<file path="src/rtl/depth_pixel_scan_if.sv">
// Pixel-stream and point-stream bundle between the upstream depth source,
// the scanner, and the back-projection stage.
interface depth_pixel_scan_if #(
    parameter int H_BW     = 10,
    parameter int V_BW     = 10,
    parameter int DEPTH_BW = 16,
    parameter int CNT_BW   = 20
);
    logic                i_start;
    logic                i_pix_valid;
    logic [DEPTH_BW-1:0] i_depth;
    logic [H_BW-1:0]     r_width;
    logic [V_BW-1:0]     r_height;
    logic [DEPTH_BW-1:0] r_depth_min;
    logic [DEPTH_BW-1:0] r_depth_max;
    logic [1:0]          r_stride_log2;

    logic                o_valid;
    logic [H_BW-1:0]     o_idx_x;
    logic [V_BW-1:0]     o_idx_y;
    logic [DEPTH_BW-1:0] o_depth;
    logic                o_busy;
    logic                o_frame_done;
    logic [CNT_BW-1:0]   o_point_cnt;

    modport master (
        output i_start, i_pix_valid, i_depth,
        output r_width, r_height, r_depth_min, r_depth_max, r_stride_log2,
        input  o_valid, o_idx_x, o_idx_y, o_depth, o_busy, o_frame_done, o_point_cnt
    );

    modport slave (
        input  i_start, i_pix_valid, i_depth,
        input  r_width, r_height, r_depth_min, r_depth_max, r_stride_log2,
        output o_valid, o_idx_x, o_idx_y, o_depth, o_busy, o_frame_done, o_point_cnt
    );
endinterface

</file>
<file path="src/rtl/depth_pixel_scan.sv">
// Raster scanner for one depth frame: tracks (x, y), filters by depth range and
// subsampling grid, and forwards surviving pixels with a 1-cycle registered latency.
module depth_pixel_scan #(
    parameter int H_BW     = 10,
    parameter int V_BW     = 10,
    parameter int DEPTH_BW = 16,
    parameter int CNT_BW   = 20
) (
    input logic               i_clk,
    input logic               i_rst_n,
    depth_pixel_scan_if.slave bus
);
    typedef enum logic [1:0] {IDLE, SCAN, DONE} state_t;

    state_t              state, state_next;
    logic [H_BW-1:0]     x, width_q;
    logic [V_BW-1:0]     y, height_q;
    logic [DEPTH_BW-1:0] min_q, max_q;
    logic [1:0]          stride_q;
    logic [3:0]          stride_mask;
    logic                take_start, take_pix, last_x, last_pix, pass;

    assign last_x      = (x == width_q - H_BW'(1));
    assign last_pix    = last_x && (y == height_q - V_BW'(1));
    assign stride_mask = 4'((4'd1 << stride_q) - 4'd1);
    assign pass        = (bus.i_depth != '0)
                      && (bus.i_depth >= min_q) && (bus.i_depth <= max_q)
                      && ((x & H_BW'(stride_mask)) == '0)
                      && ((y & V_BW'(stride_mask)) == '0);

    // NOTE: every signal written here gets a default first so no latch is inferred.
    always_comb begin
        state_next = state;
        take_start = 1'b0;
        take_pix   = 1'b0;
        case (state)
            // DONE accepts a start so back-to-back frames lose no cycle.
            IDLE, DONE: begin
                state_next = IDLE;
                if (bus.i_start) begin
                    take_start = 1'b1;
                    state_next = SCAN;
                end
            end
            SCAN: begin
                if (bus.i_pix_valid) begin
                    take_pix = 1'b1;
                    if (last_pix) state_next = DONE;
                end
            end
            default: state_next = IDLE;
        endcase
    end

    // NOTE: sequential state uses non-blocking assignments so every register
    // samples pre-edge values regardless of statement order.
    always_ff @(posedge i_clk or negedge i_rst_n) begin
        if (!i_rst_n) state <= IDLE;
        else          state <= state_next;
    end

    always_ff @(posedge i_clk or negedge i_rst_n) begin
        if (!i_rst_n) begin
            x                <= '0;
            y                <= '0;
            width_q          <= '0;
            height_q         <= '0;
            min_q            <= '0;
            max_q            <= '0;
            stride_q         <= '0;
            bus.o_valid      <= 1'b0;
            bus.o_idx_x      <= '0;
            bus.o_idx_y      <= '0;
            bus.o_depth      <= '0;
            bus.o_busy       <= 1'b0;
            bus.o_frame_done <= 1'b0;
            bus.o_point_cnt  <= '0;
        end else begin
            bus.o_valid      <= take_pix && pass;
            bus.o_busy       <= (state_next == SCAN);
            bus.o_frame_done <= (state_next == DONE);

            if (take_start) begin
                width_q         <= bus.r_width;
                height_q        <= bus.r_height;
                min_q           <= bus.r_depth_min;
                max_q           <= bus.r_depth_max;
                stride_q        <= bus.r_stride_log2;
                x               <= '0;
                y               <= '0;
                bus.o_point_cnt <= '0;
            end

            if (take_pix) begin
                if (pass) begin
                    bus.o_idx_x <= x;
                    bus.o_idx_y <= y;
                    bus.o_depth <= bus.i_depth;
                    if (bus.o_point_cnt != '1) bus.o_point_cnt <= bus.o_point_cnt + CNT_BW'(1);
                end
                if (last_x) begin
                    x <= '0;
                    y <= y + V_BW'(1);
                end else begin
                    x <= x + H_BW'(1);
                end
            end
        end
    end
endmodule

</file>
<file path="src/flat_wrapper.sv">
// flat-port wrapper written by rule: the top's interface ports become plain ports
module depth_pixel_scan_flat 
#(
    parameter int H_BW     = 10,
    parameter int V_BW     = 10,
    parameter int DEPTH_BW = 16,
    parameter int CNT_BW   = 20
)
  (i_clk, i_rst_n, bus_i_start, bus_i_pix_valid, bus_i_depth, bus_r_width, bus_r_height, bus_r_depth_min, bus_r_depth_max, bus_r_stride_log2, bus_o_valid, bus_o_idx_x, bus_o_idx_y, bus_o_depth, bus_o_busy, bus_o_frame_done, bus_o_point_cnt);
  depth_pixel_scan_if #(.H_BW(H_BW), .V_BW(V_BW), .DEPTH_BW(DEPTH_BW), .CNT_BW(CNT_BW)) bus_i ();
  input logic i_clk;
  input logic i_rst_n;
  input wire logic [$bits(bus_i.i_start)-1:0] bus_i_start;
  input wire logic [$bits(bus_i.i_pix_valid)-1:0] bus_i_pix_valid;
  input wire logic [$bits(bus_i.i_depth)-1:0] bus_i_depth;
  input wire logic [$bits(bus_i.r_width)-1:0] bus_r_width;
  input wire logic [$bits(bus_i.r_height)-1:0] bus_r_height;
  input wire logic [$bits(bus_i.r_depth_min)-1:0] bus_r_depth_min;
  input wire logic [$bits(bus_i.r_depth_max)-1:0] bus_r_depth_max;
  input wire logic [$bits(bus_i.r_stride_log2)-1:0] bus_r_stride_log2;
  output wire logic [$bits(bus_i.o_valid)-1:0] bus_o_valid;
  output wire logic [$bits(bus_i.o_idx_x)-1:0] bus_o_idx_x;
  output wire logic [$bits(bus_i.o_idx_y)-1:0] bus_o_idx_y;
  output wire logic [$bits(bus_i.o_depth)-1:0] bus_o_depth;
  output wire logic [$bits(bus_i.o_busy)-1:0] bus_o_busy;
  output wire logic [$bits(bus_i.o_frame_done)-1:0] bus_o_frame_done;
  output wire logic [$bits(bus_i.o_point_cnt)-1:0] bus_o_point_cnt;
  assign bus_i.i_start = bus_i_start;
  assign bus_i.i_pix_valid = bus_i_pix_valid;
  assign bus_i.i_depth = bus_i_depth;
  assign bus_i.r_width = bus_r_width;
  assign bus_i.r_height = bus_r_height;
  assign bus_i.r_depth_min = bus_r_depth_min;
  assign bus_i.r_depth_max = bus_r_depth_max;
  assign bus_i.r_stride_log2 = bus_r_stride_log2;
  assign bus_o_valid = bus_i.o_valid;
  assign bus_o_idx_x = bus_i.o_idx_x;
  assign bus_o_idx_y = bus_i.o_idx_y;
  assign bus_o_depth = bus_i.o_depth;
  assign bus_o_busy = bus_i.o_busy;
  assign bus_o_frame_done = bus_i.o_frame_done;
  assign bus_o_point_cnt = bus_i.o_point_cnt;
  depth_pixel_scan #(.H_BW(H_BW), .V_BW(V_BW), .DEPTH_BW(DEPTH_BW), .CNT_BW(CNT_BW)) u_core (.i_clk(i_clk), .i_rst_n(i_rst_n), .bus(bus_i));
endmodule
</file>
<file path="config.mk">
export PLATFORM = sky130hd
export DESIGN_NAME = depth_pixel_scan_flat
export DESIGN_NICKNAME = d
export VERILOG_FILES = /design/src/rtl/depth_pixel_scan_if.sv /design/src/rtl/depth_pixel_scan.sv /design/src/flat_wrapper.sv
export SDC_FILE = /design/constraint.sdc
export NUM_CORES = 1
export LEC_CHECK = 0
export ABC_AREA = 1
export CAP_MARGIN = 20
export CORE_AREA = 4 4 169 171
export CTS_CLUSTER_DIAMETER = 40
export DETAILED_ROUTE_END_ITERATION = 8
export DIE_AREA = 0 0 173 175
export GPL_TIMING_DRIVEN = 0
export MAX_ROUTING_LAYER = met4
export PLACE_DENSITY = 0.47
export RECOVER_POWER = 50
export SYNTH_ARGS = -nofsm -noshare
export SYNTH_HDL_FRONTEND = slang
export SYNTH_SLANG_ARGS = --single-unit
</file>
<file path="constraint.sdc">
create_clock -name i_clk -period 3.7 [get_ports i_clk]
set_input_delay 0.37 -clock i_clk [delete_from_list [all_inputs] [get_ports i_clk]]
set_output_delay 0.37 -clock i_clk [all_outputs]
set_load 0.05 [all_outputs]
</file>
==> summary.md, run 1 <==
| Metric | Value |
|---|---|
| Lkg Pwr | around 5 nW |
| Share of layout cells above drive strength 1 | 0.06211 |
| IO buf count | roughly 130 |
| Number of synthesized flops with an enable pin | 0 |
| Initial Util | 0.2980 |
| Clock-pin slew on the worst setup and hold paths | roughly 0.06 ns |
| Hold wc startpoint | u_core.bus.o_idx_y[5] |
| Worst reg2reg path depth | 10 |
| Later-pin clock latency in the skew report | ~0.43 ns |
| Placed Cells | between 1500 and 2000 |
| Async SR Flop Fraction | 1.000 |
| Req. time, crit path | 3.98 ns |
| Layout Cells excl Fill | between 1500 and 2000 |
| Final HPWL DP | 18970 µm |
| Global-route wire length before repair | 40720 µm |
| GP Congestion | ~0.85 |
| Final worst slack | roughly 1 ns |
| Vias in the first global route | approximately 7300 |
| DRC | 0 |
| Initial antenna violation count | 2 |
| Power Dens Cells | 704.7 nW/µm² |
| Cell taking the most area after synthesis | dfrtp_1 |
| #FFs+latches synth | 135 |
| WP data arrival | 3.00 ns |
| Tot Pwr | between 7 and 8 mW |
| Cts bufs inserted | 17 |
| Hold Path Sink | u_core.bus.o_idx_y[5] |
| RSZ-0062 raised after global routing | false |
| Layout area overhead | 30.17% |
| FMAX | 367.7 MHz |
| Root Buffer | clkbuf_16 |
| Post-route clock period utilization | 0.7350 |
| Worst Path Max Fanout | 10 |
| Synth Instances | approximately 1100 |
| Reg2reg setup slack | between 1 and 1.5 ns |
| Area after DPL | roughly 10000 µm² |
| Top cells by area, synth | dfrtp_1 42%, nand2_1 19%, o21ai_0 5.9% |
| Row count | 60 |
| Sinks on Clock Net | 135 |
| Grt peak-use layer | met2 |
| Fin. Hold Viols | 0 |
| Largest net degree at the start of global routing | 73 |
| Status | finished, violations left |
| Top Ports | around 130 |
| Wire length per cell | 15.58 µm |
| Sequential area share after synthesis | 0.4218 |
| Routed Antenna Nets | 0 |
| GR Util All Layers | 0.1737 |
| Routed wire length | roughly 25000 µm |
| Die W | 173 µm |
| CORE AREA | approximately 27000 µm² |
| Overflow after GRT | 0 |
| Ys Warns | 0 |
| Die H | 175 µm |
| Max Cap Viol | 1 |
| Peak VDD IR | 0.2611 mV |
| CP Launch Type | input port |
| Synth unique cells | 35 |
| GR Layer Usage met2 | 0.2674 |
| FF-to-FF Start | u_core.min_q[3] |
| Starting DRT DRC Count | 395 |
| Met3 usage | 0.02942 |
| Mapped Area | 8009 µm² |
| CP endpoint kind | flop |
| DR vias | around 7400 |
| R2r endpoint | u_core.bus.o_idx_x[6] |
| Design Area, Final | ~10000 µm² |
| Place WS | 0.4428 ns |
| Synth top area share | 0.4218 |
| Pins Over Slew Limit | 64 |
| DR pass1 iterations | 5 |
| Maximum buffer depth of the clock tree | 2 |
| Mapped Nets | 1217 |
| Relative slew slack | -0.1591 |
| Hold crit path type | reg -> reg |
| Top FF cell, synth | dfrtp_1 |
| Vias per cell | around 4.6 |
| Failing checks | capacitance limit, slew limit |
| CTS tree | built |
| Die ar. | around 30000 µm² |
| NumNets Final | 1370 |
| Hold depth | 2 |
| Clock period minus worst slack | about 2.7 ns |
| Post-Route Skew | around 0.011 ns |
| Final setup fails | 0 |
| Post-synthesis average cell area | about 7.2 µm² |
| Worst-margin pin slew | around 1.7 ns |
| Setup CP Type | in -> reg |
| M1 GR Usage | 0.2372 |
| H-Tree Depth | 4 |
## worst max-delay path by stage
stage	from	to	slack, ns
after floorplan	u_core.bus.o_point_cnt[1]	u_core.bus.o_point_cnt[10]	1.64
after global placement	i_rst_n	u_core.bus.o_idx_y[6]	-3.64
after detailed placement	bus_i_depth[3]	u_core.bus.o_idx_x[6]	0.44
after CTS	bus_i_depth[3]	u_core.bus.o_idx_x[6]	0.89
after global routing	bus_i_depth[3]	u_core.bus.o_idx_x[0]	0.70
final	bus_i_depth[3]	u_core.bus.o_idx_x[6]	0.98
## sequential cells by signal, summed over array words and instances (netlist names)
signal and flops:
u_core.bus.o_idx_x 10, u_core.bus.o_busy 1, u_core.max_q 16, u_core.y 10
u_core.bus.o_point_cnt 20, u_core.state 2, u_core.height_q 10, u_core.bus.o_depth 16
u_core.stride_q 2, u_core.bus.o_frame_done 1, u_core.min_q 16, u_core.x 10
u_core.bus.o_idx_y 10, u_core.bus.o_valid 1, u_core.width_q 10
## worst max-delay path: stages
cell and delay (ns):
clkdlybuf4s50_1 0.53, ha_1 0.36, a21oi_1 0.12, a21boi_0 0.26, nand2_1 0.08, nand3_1 0.11
nand2_1 0.23, nand4_4 0.27, clkbuf_1 0.50, o21ai_0 0.15
## layout make-up
class                           instances  area (µm²)
Buffer                                 35       163.9
Clock inverter                         12       165.2
Fill cell                            2821       16450
Timing Repair Buffer                  134        1354
Inverter                              118       444.2
Tap cell                              341       426.7
Clock buffer                           20       466.7
Multi-Input combinational cell        818        4021
Sequential cell                       135        3378
Antenna cell                            2       5.005
## logic make-up (layout without fill, tap and decap cells)
group | Yosys count | after routing | synth area share
other cells | 0 | 2 | 0
compound gates | 122 | 122 | 0.07764
simple gates | 619 | 619 | 0.3229
fa+ha+maj | 37 | 37 | 0.05780
xor+xnor | 40 | 40 | 0.04374
flops | 135 | 135 | 0.4218
buf+inv | 153 | 319 | 0.07608
## power breakdown
group	switching [mW]	leakage, nW	internal (mW)	total, mW
combinational	2.17	3.03	1.06	3.23
clock	0.709	0.300	1.12	1.83
sequential	0.352	1.75	1.93	2.28
total	3.23	5.08	4.12	7.35
## per-stage QoR
stage	util	hold WS, ns	TNS [ns]
final	0.3879	0.4750	0
after global routing	0.3879	0.4767	0
after CTS	0.3880	0.4660	0
after detailed placement	0.3641	0.4238	0
after global placement	0.3630	0.4643	-488.64
after floorplan	-	0.07441	0
## cells in the mapped netlist, types with 5 or more instances
cell / count
a21oi_1: 19
buf_2: 13
clkbuf_1: 16
dfrtp_1: 135
ha_1: 37
inv_1: 107
inv_2: 8
nand2_1: 414
nand3_1: 63
nand4_1: 22
nor2_1: 85
nor2_2: 5
nor3_1: 11
o21ai_0: 95
xnor2_1: 6
xor2_1: 34
## layer usage
layer | up-vias | part of all wire | wire length, µm
met5 | - | 0 | 0
met2 | 144 | 0.46 | 11520
met1 | 3446 | 0.49 | 12360
li1 | 3814 | - | -
met3 | 27 | 0.034 | 847
met4 | 0 | 0.017 | 435
## what timing repair did
item,in CTS,in global routing
hold buffers,1,0
resized for setup,0,0
hold endpoints to repair,63,0
setup endpoints to repair,0,0
buffers inserted,0,0
## cells in the final DEF, fill, tap and decap left out, types with 3 or more instances in the layout
cell	instances
nand2_2	4
inv_1	107
bufinv_16	3
clkbuf_16	17
clkbuf_1	18
or2_2	3
clkinv_4	3
clkbuf_2	3
nor2_1	85
buf_2	12
xor2_1	34
inv_6	3
dlygate4sd3_1	26
a21oi_1	19
xnor2_1	6
ha_1	37
nand2_1	414
clkbuf_8	3
o21ai_0	95
inv_2	8
nor3_1	11
clkdlybuf4s50_1	106
nand4_1	22
nand3_1	63
nor2_2	5
nor3_2	3
clkinvlp_4	3
o21ai_1	3
dfrtp_1	135
Power figures use the tool's default switching activity.
==> inputs of run 2 (changes only) <==
Settings changed: PLACE_DENSITY 0.47 to 0.49.
Clock period 3.7 ns to 2.2 ns, I/O delays scaled along.
==> run 2 against run 1 <==
Largest cell class unchanged. Core utilization is 1.6 points higher. Flip-flop and latch count stayed put. Combinational power is 87% higher. The run ends with capacitance limit left. Final cell count is 0.31% higher. Setup slack worse by 0.95 ns. Count of clock-buffer cells in the layout is 2 lower. Clock skew is 0.00093 ns higher. Via count is 2.1% higher. Sequential share of layout area is 1.3 points lower. Highest routed layer unchanged. Register-to-register slack worse by 1.1 ns.
==> summary.md, run 2 (same netlist as run 1, synthesis figures left out) <==
| Metric | Value |
|---|---|
| H-Tree Depth | 4 (unchanged) |
| Setup CP Type | reg -> reg |
| Die ar. | 30280 µm² (unchanged) |
| Most frequent cells in the layout | 393 x nand2_1, 135 x dfrtp_1, 115 x clkdlybuf4s50_1, 100 x inv_1, 94 x o21ai_0 |
| Initial Util | 0.2980 (unchanged) |
| CP Launch Type | flop |
| Vias per cell | 4.684 (+1.8%) |
| Most common cell after layout, fill and taps aside | nand2_1 |
| IO buf count | 132 (unchanged) |
| Sinks on Clock Net | 135 (unchanged) |
| CORE AREA | 26880 µm² (unchanged) |
| CTS tree | built |
| Routed wire length | 25920 µm (+3.0%) |
| CP delay by family, top | simple AND/OR/NAND/NOR gates |
| Later-pin clock latency in the skew report | 0.42 ns (about the same) |
| Final HPWL DP | 18910 µm (-0.33%) |
| Routed Antenna Nets | 0 (unchanged) |
| GP Congestion | 0.8369 (-2.0%) |
| Row count | 60 (unchanged) |
| CP endpoint kind | flop |
| Die W | 173 µm (unchanged) |
| Power Dens Cells | 1163 nW/µm² (+65%) |
| Initial antenna violation count | 0 (-2) |
| Layout area overhead | 35.54% |
| FILL cells | 2793 (-0.99%) |
| NumNets Final | 1378 (+0.58%) |
| Worst path slowest cell | dfrtp_1 |
| Area after DPL | 9786 µm² (unchanged) |
| Die H | 175 µm (unchanged) |
| Reg area | 3378 µm² (unchanged) |
| WP buf/inv | 4 (+2) |
| CP max stage delay | 0.34 ns (-0.19 ns) |
| Worst-margin pin slew | 1.496 ns (-0.2429 ns) |
| Largest register FFs | 20 (unchanged) |
| Fin. Hold Viols | 0 (unchanged) |
| Root Buffer | clkbuf_16 |
| Wire length per cell | 16.00 µm (+2.7%) |
| Hold crit path type | in -> reg |
| Largest net degree at the start of global routing | 84 (+15%) |
| Status | finished, violations left |
| Relative slew slack | 0.002807 (+0.1620) |
| Final setup fails | 0 (unchanged) |
| Starting DRT DRC Count | 501 (+27%) |
| Top Ports | 133 (unchanged) |
| Post-Route Skew | 0.01231 ns (+0.0009327 ns) |
| Global-route wire length before repair | 41130 µm (+1.0%) |
| Biggest register | u_core.bus.o_point_cnt |
| Post-route clock period utilization | 0.9869 |
| Area taken by multi-input logic gates | 4394 µm² (+9.3%) |
| Pins Over Slew Limit | 0 (-100%) |
| ANT cells | 0 (-2) |
| Vias in the first global route | 7472 (+2.9%) |
| DR vias | 7588 (+2.1%) |
| Worst Path Max Fanout | 6 (-4) |
| Clock-pin slew on the worst setup and hold paths | 0.06 ns (about the same) |
| Tot Pwr | 12.63 mW (+72%) |
| DR pass1 iterations | 5 (unchanged) |
| Req. time, crit path | 2.56 ns (-1.42 ns) |
| Share of layout cells above drive strength 1 | 0.1142 (+0.05204) |
| Overflow after GRT | 0 (unchanged) |
| Maximum buffer depth of the clock tree | 2 (unchanged) |
| GR Util All Layers | 0.1739 (+0.0001789) |
| Max Cap Viol | 1 (unchanged) |
| Design Area, Final | 10860 µm² (+4.1%) |
| Cts bufs inserted | 17 (unchanged) |
| WP data arrival | 2.53 ns (-0.47 ns) |
| Clock period minus worst slack | approximately 2.2 ns |
| Critical path, cell by cell | inv_2 > ha_4 > nand4_1 > nor3_2 > nand3_2 > nand2_4 > nand4_4 > inv_4 > buf_8 > clkbuf_16 > nand2_2 > nand2_1 |
| DRC | 0 (unchanged) |
| Lkg Pwr | 5.233 nW (+3.0%) |
| FMAX | 460.6 MHz |
| Peak VDD IR | 0.5946 mV (+130%) |
| RSZ-0062 raised after global routing | true |
| Failing checks | capacitance limit |
[run 2: per-stage QoR]
stage	TNS [ns]	setup WS, ns	cells	util	hold slack [ns]
floorplan	0	0.1371	1106	-	-0.07559
global placement	-716.29	-5.012	1579	0.3630	0.4626
detailed placement	-40.33	-0.8072	1580	0.3641	0.2335
CTS	-0.005211	-0.002979	1614	0.3879	0.3267
global route	-2.283	-0.1045	1620	0.4039	0.1957
finish	0	0.02883	1620	0.4039	0.1681
[run 2: layer usage]
metal | track usage | wire length, µm | vias up
li1 | - | - | 3845
met4 | 0.03858 | 275 | 0
met1 | 0.2383 | 12710 | 3561
met3 | 0.02921 | 1003 | 13
met5 | - | 0 | -
met2 | 0.2720 | 11920 | 169
[run 2: path summary, 6_finish.rpt]
| check | startpoint | end | slack, ns | cells past startpoint |
|---|---|---|---|---|
| min reg2reg | u_core.bus.o_depth[6] | u_core.bus.o_depth[6] | 0.47 | 2 |
| min | bus_i_depth[15] | u_core.bus.o_depth[15] | 0.17 | 3 |
| max | u_core.min_q[13] | u_core.bus.o_depth[14] | 0.03 | 12 |
| min in group asynchronous | i_rst_n | u_core.min_q[7] | 0.69 | 2 |
| max reg2reg | u_core.min_q[13] | u_core.bus.o_depth[14] | 0.03 | 12 |
| max in group asynchronous | i_rst_n | u_core.y[1] | 0.32 | 3 |
[run 2: final cells by class]
cell class	instances	share of cell area
multi-input combinational	820	0.4048
sequential	135	0.3112
timing repair buffer	140	0.1334
inverter	118	0.04115
clock buffer	18	0.03953
tap	341	0.03930
buffer	35	0.01913
clock inverter	13	0.01153
[run 2: what timing repair did]
item,in CTS,in global routing
endpoints found under the hold margin,52,0
gates cloned,1,3
hold buffers,1,0
pin swaps,2,31
gates resized for setup,19,83
endpoints found under the setup margin,49,117
setup buffers,1,3
[run 2: tightest hold or removal path, stage by stage]
cell and delay [ns]:
dlymetal6s2s_1 0.19, nand2_1 0.09, nand2_1 0.04
[run 2: power breakdown]
| part | internal (mW) | total, mW | switching [mW] |
|---|---|---|---|
| sequential | 3.25 | 3.85 | 0.599 |
| combinational | 2.08 | 6.03 | 3.94 |
| clock | 1.56 | 2.76 | 1.20 |
| total | 6.89 | 12.6 | 5.74 |
==> inputs of run 3 (changes only) <==
Settings changed: PLACE_DENSITY 0.49 to unset, PLACE_DENSITY_LB_ADDON set to 0.3.
==> run 3 against run 2 <==
The run now ends clean. Critical path depth stayed put. Final cell count rose by 0.56%. Hold slack improved by 0.014 ns. Sequential share of layout area shrank 0.30 points. Flip-flop and latch count did not move. Highest routed layer unchanged. First-iteration DRC count rose by 6.6%. Core utilization up 0.39 points. Cell area grew 0.96%. Largest power group unchanged.
==> summary.md, run 3 (same netlist as run 1, synthesis figures left out) <==
| Metric | Value |
|---|---|
| IO buf count | 132 (unchanged) |
| Routed wire length | 24990 µm (-3.6%) |
| Worst-margin pin slew | 1.462 ns (-0.03368 ns) |
| Power Dens Cells | 1187 nW/µm² (+2.0%) |
| Global-route wire length before repair | 39790 µm (-3.3%) |
| CP Launch Type | input port |
| Root Buffer | clkbuf_16 |
| Largest net degree at the start of global routing | 85 (+1.2%) |
| Final HPWL DP | 18280 µm (-3.3%) |
| Tot Pwr | 13.00 mW (+3.0%) |
| Largest register FFs | 20 (unchanged) |
| RSZ-0062 raised after global routing | true |
| CORE AREA | 26880 µm² (unchanged) |
| Starting DRT DRC Count | 534 (+6.6%) |
| Wire length per cell | 15.34 µm (-4.1%) |
| Biggest register | u_core.bus.o_point_cnt |
| DR vias | 7671 (+1.1%) |
| Initial antenna violation count | 1 (+1) |
| GP Congestion | 0.8637 (+3.2%) |
| WHS | 0.1821 ns (+0.01398 ns) |
| Pins Over Slew Limit | 0 (unchanged) |
| H-Tree Depth | 4 (unchanged) |
| Layout area overhead | 36.84% |
| FMAX | 464.3 MHz (+0.80%) |
| DRC | 0 (unchanged) |
| Die H | 175 µm (unchanged) |
| WP data arrival | 2.52 ns (about the same) |
| Clock period minus worst slack | 2.154 ns (-0.01719 ns) |
| CTS tree | built |
| Clock-pin slew on the worst setup and hold paths | 0.06 ns (about the same) |
| Max Cap Viol | 0 (-1) |
| Lkg Pwr | 5.299 nW (+1.3%) |
| Routed Antenna Nets | 0 (unchanged) |
| GR Util All Layers | 0.1684 (-0.005492) |
| Maximum buffer depth of the clock tree | 2 (unchanged) |
| Post-Route Skew | 0.01475 ns (+0.002447 ns) |
| Req. time, crit path | 2.56 ns (about the same) |
| Peak VDD IR | 0.5757 mV (-3.2%) |
| Sinks on Clock Net | 135 (unchanged) |
| Worst Path Max Fanout | 6 (unchanged) |
| Top Ports | 133 (unchanged) |
| Relative slew slack | 0.02526 (+0.02246) |
| Later-pin clock latency in the skew report | 0.43 ns (about the same) |
| Post-route clock period utilization | 0.9791 (-0.007815) |
| Fin. Hold Viols | 0 (unchanged) |
| Hold crit path type | in -> reg |
| Row count | 60 (unchanged) |
| Vias per cell | 4.709 (+0.54%) |
| Die ar. | 30280 µm² (unchanged) |
| Most frequent cells in the layout | 395 x nand2_1, 135 x dfrtp_1, 112 x clkdlybuf4s50_1, 98 x inv_1, 88 x o21ai_0 |
| Die W | 173 µm (unchanged) |
| NumNets Final | 1385 (+0.51%) |
| Vias in the first global route | 7463 (-0.12%) |
| Reg2reg setup slack | 0.05 ns (+0.02 ns) |
| Status | complete, no violations |
| Cts bufs inserted | 17 (unchanged) |
| CP endpoint kind | flop |
| Initial Util | 0.2980 (unchanged) |
| DR pass1 iterations | 4 (-1) |
| Final setup fails | 0 (unchanged) |
| Share of layout cells above drive strength 1 | 0.1189 (+0.004729) |
| Most common cell after layout, fill and taps aside | nand2_1 |
| Setup CP Type | in -> reg |
| Overflow after GRT | 0 (unchanged) |
-- run 3: area by class of cell --
| class | instances | area (µm²) |
|---|---|---|
| sequential | 135 | 3378 |
| tap | 341 | 426.7 |
| buffer | 35 | 214.0 |
| multi-input combinational | 820 | 4342 |
| antenna | 1 | 2.502 |
| fill | 2779 | 15920 |
| timing repair buffer | 147 | 1509 |
| clock inverter | 10 | 166.4 |
| inverter | 118 | 446.7 |
| clock buffer | 22 | 474.2 |
-- run 3: stage by stage --
stage            util  instances  setup WS, ns  setup TNS [ns]  cell area [µm²]
2_1_floorplan       -       1106        0.1371               0             8009
3_3_place_gp   0.3630       1579        -4.890         -701.21             9757
3_5_place_dp   0.3641       1580       -0.8797          -43.81             9786
4_1_cts        0.3906       1616      0.007962               0            10500
5_1_grt        0.4078       1629      -0.07768          -1.032            10960
6_report       0.4078       1629       0.04603               0            10960
-- run 3: worst max-delay path, cell delays in order --
cell	delay, ns
clkdlybuf4s50_1	0.53
ha_1	0.36
nand2_1	0.10
nor3_2	0.24
nand3_2	0.14
nand2_4	0.16
nand4_4	0.22
inv_4	0.15
buf_8	0.14
clkbuf_16	0.15
nand2_2	0.04
nand2_1	0.06
-- run 3: final timing paths --
kind | startpoint | endpoint | cells after the start
max | bus_i_depth[15] | u_core.bus.o_depth[14] | 12
min | bus_i_depth[12] | u_core.bus.o_depth[12] | 3
max reg2reg | u_core.max_q[13] | u_core.bus.o_depth[14] | 14
min reg2reg | u_core.bus.o_depth[6] | u_core.bus.o_depth[6] | 2
max in group asynchronous | i_rst_n | u_core.bus.o_idx_y[8] | 3
min in group asynchronous | i_rst_n | u_core.bus.o_depth[6] | 2
-- run 3: timing repair --
item | 4_1_cts | 5_1_grt
endpoints found under the hold margin | 51 | 0
setup endpoints to repair | 46 | 104
buffers inserted | 2 | 9
gates cloned | 1 | 3
resized for setup | 15 | 92
hold buffers | 1 | 0
pin swaps | 1 | 30
-- run 3: power by group --
| part | switching [mW] | internal (mW) | leakage (nW) |
|---|---|---|---|
| clock | 1.14 | 1.99 | 0.307 |
| sequential | 0.598 | 3.25 | 1.75 |
| combinational | 3.94 | 2.08 | 3.24 |
| total | 5.68 | 7.33 | 5.30 |
-- run 3: per-layer routing --
metal,vias up,global-route usage,wire length [µm]
met3,21,0.03375,1057
met5,-,-,0
li1,3848,-,-
met4,0,0.04057,278
met1,3630,0.2241,12050
met2,172,0.2660,11600
